## config.mk

```make
export PLATFORM = sky130hd
export DESIGN_NAME = bin2bcd_seq
export DESIGN_NICKNAME = d
export VERILOG_FILES = /design/src/rtl/bin2bcd_seq.sv
export SDC_FILE = /design/constraint.sdc
export NUM_CORES = 1
export LEC_CHECK = 0
export CORE_ASPECT_RATIO = 1.5
export CORE_UTILIZATION = 55
export CTS_CLUSTER_DIAMETER = 50
export DETAILED_ROUTE_END_ITERATION = 7
export HOLD_SLACK_MARGIN = 0.12
export PLACE_DENSITY = 0.8
export SYNTH_ARGS = -nofsm -noshare
export SYNTH_HDL_FRONTEND = slang
export SYNTH_SLANG_ARGS = --single-unit
```

## constraint.sdc

```tcl
create_clock -name clk -period 1.7 [get_ports clk]
set_input_delay 0.17 -clock clk [delete_from_list [all_inputs] [get_ports clk]]
set_output_delay 0.17 -clock clk [all_outputs]
set_load 0.01 [all_outputs]
```

## src/rtl/bin2bcd_seq.sv

```systemverilog
`default_nettype none
// ============================================================================
// Module   : bin2bcd_seq
// Purpose  : Sequential binary-to-BCD converter (shift-add-3, one bit per
//            clock) with start/busy/done handshake and overflow flag.
// Revision : 1.0 - initial release
// ============================================================================
module bin2bcd_seq #(
    parameter int BIN_W  = 16,
    parameter int DIGITS = 5
) (
    input  logic                  clk,
    input  logic                  rst_n,
    input  logic                  start,
    input  logic [BIN_W-1:0]      bin,
    output logic                  busy,
    output logic                  done,
    output logic [DIGITS*4-1:0]   bcd,
    output logic                  overflow
);

    localparam int               c_bcd_w    = DIGITS * 4;
    localparam int               c_cnt_w    = $clog2(BIN_W + 1);
    localparam logic [c_cnt_w-1:0] c_cnt_init = c_cnt_w'(BIN_W);
    localparam logic [c_cnt_w-1:0] c_cnt_one  = c_cnt_w'(1);

    localparam logic [0:0]       c_idle     = 1'b0;
    localparam logic [0:0]       c_shift    = 1'b1;

    logic [0:0]          r_state;
    logic [BIN_W-1:0]    r_shift;
    logic [c_bcd_w-1:0]  r_scratch;
    logic                r_ovf;
    logic [c_cnt_w-1:0]  r_cnt;
    logic                r_busy;
    logic                r_done;
    logic [c_bcd_w-1:0]  r_bcd;
    logic                r_overflow;

    logic [c_bcd_w-1:0]  w_adj;
    logic [c_bcd_w-1:0]  w_scratch_nxt;
    logic                w_out_bit;

    // Add-3 correction: every nibble that would become >= 10 after doubling
    // is pre-adjusted so the shift carries cleanly into the next digit.
    generate
        for (genvar g = 0; g < DIGITS; g++) begin : g_adj
            assign w_adj[4*g +: 4] = (r_scratch[4*g +: 4] >= 4'd5)
                                   ? r_scratch[4*g +: 4] + 4'd3
                                   : r_scratch[4*g +: 4];
        end
    endgenerate

    // Adjusted scratch and binary shift register move left as one word; the
    // bit leaving the top digit means the value does not fit in DIGITS.
    assign w_scratch_nxt = {w_adj[c_bcd_w-2:0], r_shift[BIN_W-1]};
    assign w_out_bit     = w_adj[c_bcd_w-1];

    // Control FSM plus datapath; all outputs are registered here.
    always_ff @(posedge clk or negedge rst_n) begin
        if (!rst_n) begin
            r_state    <= c_idle;
            r_shift    <= '0;
            r_scratch  <= '0;
            r_ovf      <= 1'b0;
            r_cnt      <= '0;
            r_busy     <= 1'b0;
            r_done     <= 1'b0;
            r_bcd      <= '0;
            r_overflow <= 1'b0;
        end else begin
            r_done <= 1'b0;
            case (r_state)
                c_idle: begin
                    if (start) begin
                        r_shift   <= bin;
                        r_scratch <= '0;
                        r_ovf     <= 1'b0;
                        r_cnt     <= c_cnt_init;
                        r_busy    <= 1'b1;
                        r_state   <= c_shift;
                    end
                end
                c_shift: begin
                    r_scratch <= w_scratch_nxt;
                    r_shift   <= r_shift << 1;
                    r_ovf     <= r_ovf | w_out_bit;
                    r_cnt     <= r_cnt - c_cnt_one;
                    if (r_cnt == c_cnt_one) begin
                        r_bcd      <= w_scratch_nxt;
                        r_overflow <= r_ovf | w_out_bit;
                        r_done     <= 1'b1;
                        r_busy     <= 1'b0;
                        r_state    <= c_idle;
                    end
                end
                default: r_state <= c_idle;
            endcase
        end
    end

    assign busy     = r_busy;
    assign done     = r_done;
    assign bcd      = r_bcd;
    assign overflow = r_overflow;

endmodule
`default_nettype wire

```

==> results.json, run 1 <==
{
  "status": "completed",
  "hold_violations": 0,
  "max_freq_mhz": 658.1,
  "layout-drive-gt1-share_pct": 11.85,
  "drt_first_iter_violations": 78,
  "rows": 33,
  "crit_path_cell_trace": "ha_1 > nand2b_1 > a21oi_2 > mux2i_1 > mux2_2",
  "peakVddDrop_mv": 1.281,
  "syn-cell-area_um2": 3191,
  "hold-worst-slack_ns": 0.3533,
  "min_period_ns": 1.520,
  "skew_ns": 0.01074,
  "relSlewSlack_pct": 61.93,
  "endpoint_kind": "flop",
  "dp_hpwl_um": 4150,
  "grt_pass1_wl_um": 9977,
  "cp.depth": 5,
  "drcViolationCount": 0,
  "ff2ff_path_depth": 5,
  "finalWeightedCongestion": 0.7954,
  "vias": 2234,
  "tns_ns": 0,
  "clock_path_buffers": 2,
  "overflow": 0,
  "fin_nets": 373,
  "synthCells": 296,
  "avgSynthCellArea_um2": 10.78,
  "rsz0062_at_grt": "no",
  "htreeDepth": 3,
  "reg2reg_slack_ns": 0.18,
  "power.density_nw_per_um2": 1814,
  "post_cts_resize_count": 0,
  "totalWireLength_um": 5909,
  "post-route-period-util_pct": 89.39,
  "port_buffers": 41,
  "drt_first_pass_iters": 4,
  "track_usage_pct": 22.26,
  "wl_per_cell_um": 14.20,
  "grt_pass1_vias": 2253,
  "crit_fanout": 5,
  "synth_nets": 327,
  "crit_type": "reg2reg",
  "worst_ep_required_time_ns": 1.93,
  "ant_nets": 0,
  "io_pins": 42,
  "r2r_start": "r_scratch[4]$_DFFE_PN0P_",
  "path_clk_slew_ns": 0.07,
  "synth-seq-cells": 66,
  "core_area_um2": 5533,
  "fp.dieArea_um2": 6116,
  "critical_path_buf_inv_count": 0,
  "die_w_um": 64.19,
  "critPathLaunchType": "flop",
  "start_util_pct": 57.67,
  "yosysWarnings": 0,
  "slew_viol_final": 0,
  "r2r_end": "bcd[6]$_DFFE_PN0P_",
  "cp_top_family": "flip-flops",
  "hold_class": "in2async",
  "power_leakage_nw": 1.847,
  "tightest_slew_ns": 0.5710,
  "maxCapViolCount": 0,
  "cp.arrival_ns": 1.75,
  "cts_tree": "built",
  "worst_skew_pair.late_latency_ns": 0.35,
  "setup_viol": 0,
  "die_h_um": 95.28,
  "critPathSlowestCell": "dfrtp_1",
  "cts_buffers": 9,
  "root_buffer": "clkbuf_8",
  "ys_types": 24,
  "antenna_found_initial": 0,
  "area_growth_pct": 22.43,
  "synth.yosys.seq_area_share_pct": 51.76,
  "routed_via_density": 5.370,
  "max_stage_delay_ns": 0.44,
  "antenna_cells": 0,
  "grt_max_degree": 31,
  "post_cts_buffers": 0,
  "cts.sinks": 66
}
Yosys cell counts:
cell,instances,share of area (%)
dfrtp_1,66,52
a21oi_2,5,1.4
xnor2_1,5,1.4
nor3b_1,14,3.3
a21oi_1,10,1.6
nor2_1,3,0.35
o21ai_0,28,4.4
a21o_1,9,2.1
nor3_1,4,0.63
nand4b_4,1,0.75
nand2b_1,10,2.0
mux2i_1,32,10
nor2_2,1,0.20
clkbuf_1,5,0.59
o21ai_1,8,1.3
buf_2,9,1.4
nand2_1,43,5.1
and2_1,1,0.20
inv_1,13,1.5
ha_1,12,4.7
xor2_1,3,0.82
clkinv_4,1,0.27
mux2_2,11,3.9
o31ai_1,2,0.47
worst max-delay path by stage:
| stage | from | to | slack, ns |
|---|---|---|---|
| after CTS | r_scratch[4]$_DFFE_PN0P_ | bcd[6]$_DFFE_PN0P_ | 0.16 |
| after global routing | r_scratch[0]$_DFFE_PN0P_ | bcd[2]$_DFFE_PN0P_ | 0.04 |
| final | r_scratch[4]$_DFFE_PN0P_ | bcd[6]$_DFFE_PN0P_ | 0.18 |
| after detailed placement | r_scratch[4]$_DFFE_PN0P_ | bcd[6]$_DFFE_PN0P_ | 0.18 |
| after global placement | r_scratch[4]$_DFFE_PN0P_ | bcd[6]$_DFFE_PN0P_ | 0.22 |
| after floorplan | r_scratch[4]$_DFFE_PN0P_ | bcd[6]$_DFFE_PN0P_ | 0.30 |
per-stage QoR:
step           power, mW  util (%)  std cells  cell area, µm²  setup WS, ns
2_1_floorplan      4.819         -        296            3191        0.3015
3_5_place_dp       5.855     67.07        400            3711        0.1788
5_1_grt            7.630     70.60        416            3906       0.04072
4_1_cts            7.141     70.60        416            3906        0.1589
3_3_place_gp       5.700     67.07        400            3711        0.2198
6_report           7.085     70.60        416            3906        0.1804
placed cells by master (no fill, tap or decap):
master,netlist,routed
dfrtp_1,66,65
nand2_1,43,43
clkdlybuf4s50_1,0,40
mux2i_1,32,32
o21ai_0,28,28
nor3b_1,14,14
inv_1,13,13
ha_1,12,12
mux2_2,11,11
nand2b_1,10,10
a21oi_1,10,10
clkbuf_8,0,10
a21o_1,9,9
o21ai_1,8,8
a21oi_2,5,5
xnor2_1,5,5
nor3_1,4,4
buf_4,0,4
nor2_1,3,3
xor2_1,3,3
buf_12,0,3
o31ai_1,2,2
clkbuf_1,5,2
clkinv_2,0,2
nor2_2,1,1
nand4b_4,1,1
clkinv_4,1,1
and2_1,1,1
bufinv_16,0,1
dlygate4sd3_1,0,1
buf_2,9,1
dfrtp_2,0,1
logic make-up after synthesis:
family / share of synthesized area, %
fa+ha+maj: 4.706
flops: 51.76
mux: 13.92
compound gates: 11.18
simple gates: 12.43
xor+xnor: 2.196
buf+inv: 3.804
routing by layer:
layer	wire length [µm]	GRT usage, %
met4	121	12.22
met3	171	5.622
met1	2588	25.45
met2	3027	38.03
met5	0	0
what timing repair did:
item                                    4_1_cts  5_1_grt
endpoints found under the setup margin        0        0
hold buffers                                  1        0
hold endpoints to repair                     20        0
sequential cells by signal (all words and copies together), names as in the netlist:
signal,cells
done,1
r_scratch,20
r_ovf,1
overflow,1
busy,1
r_state,1
r_cnt,5
bcd,20
r_shift,16
area by class of cell:
type,count,area [µm²]
Timing Repair Buffer,49,505.5
Inverter,14,57.56
Fill cell,441,1627
Clock inverter,3,40.04
Multi-Input combinational cell,202,1418
Sequential cell,66,1653
Tap cell,70,87.58
Clock buffer,12,145.1
power by group:
part	switching (mW)	internal [mW]
clock	0.568	0.706
combinational	1.46	1.59
sequential	0.516	2.25
No activity file was read; power rests on OpenSTA's default activity.
==> run 2, diff against run 1 <==
- SKIP_CTS_REPAIR_TIMING: unset -> 1
==> results of run 2 <==
Same layout as run 1: the final DEF is identical, and so are final timing and power.
==> run 3, diff against run 2 <==
- SLEW_MARGIN: unset -> 10
==> results of run 3 <==
Same layout as run 1: the final DEF is identical, and so are final timing and power.
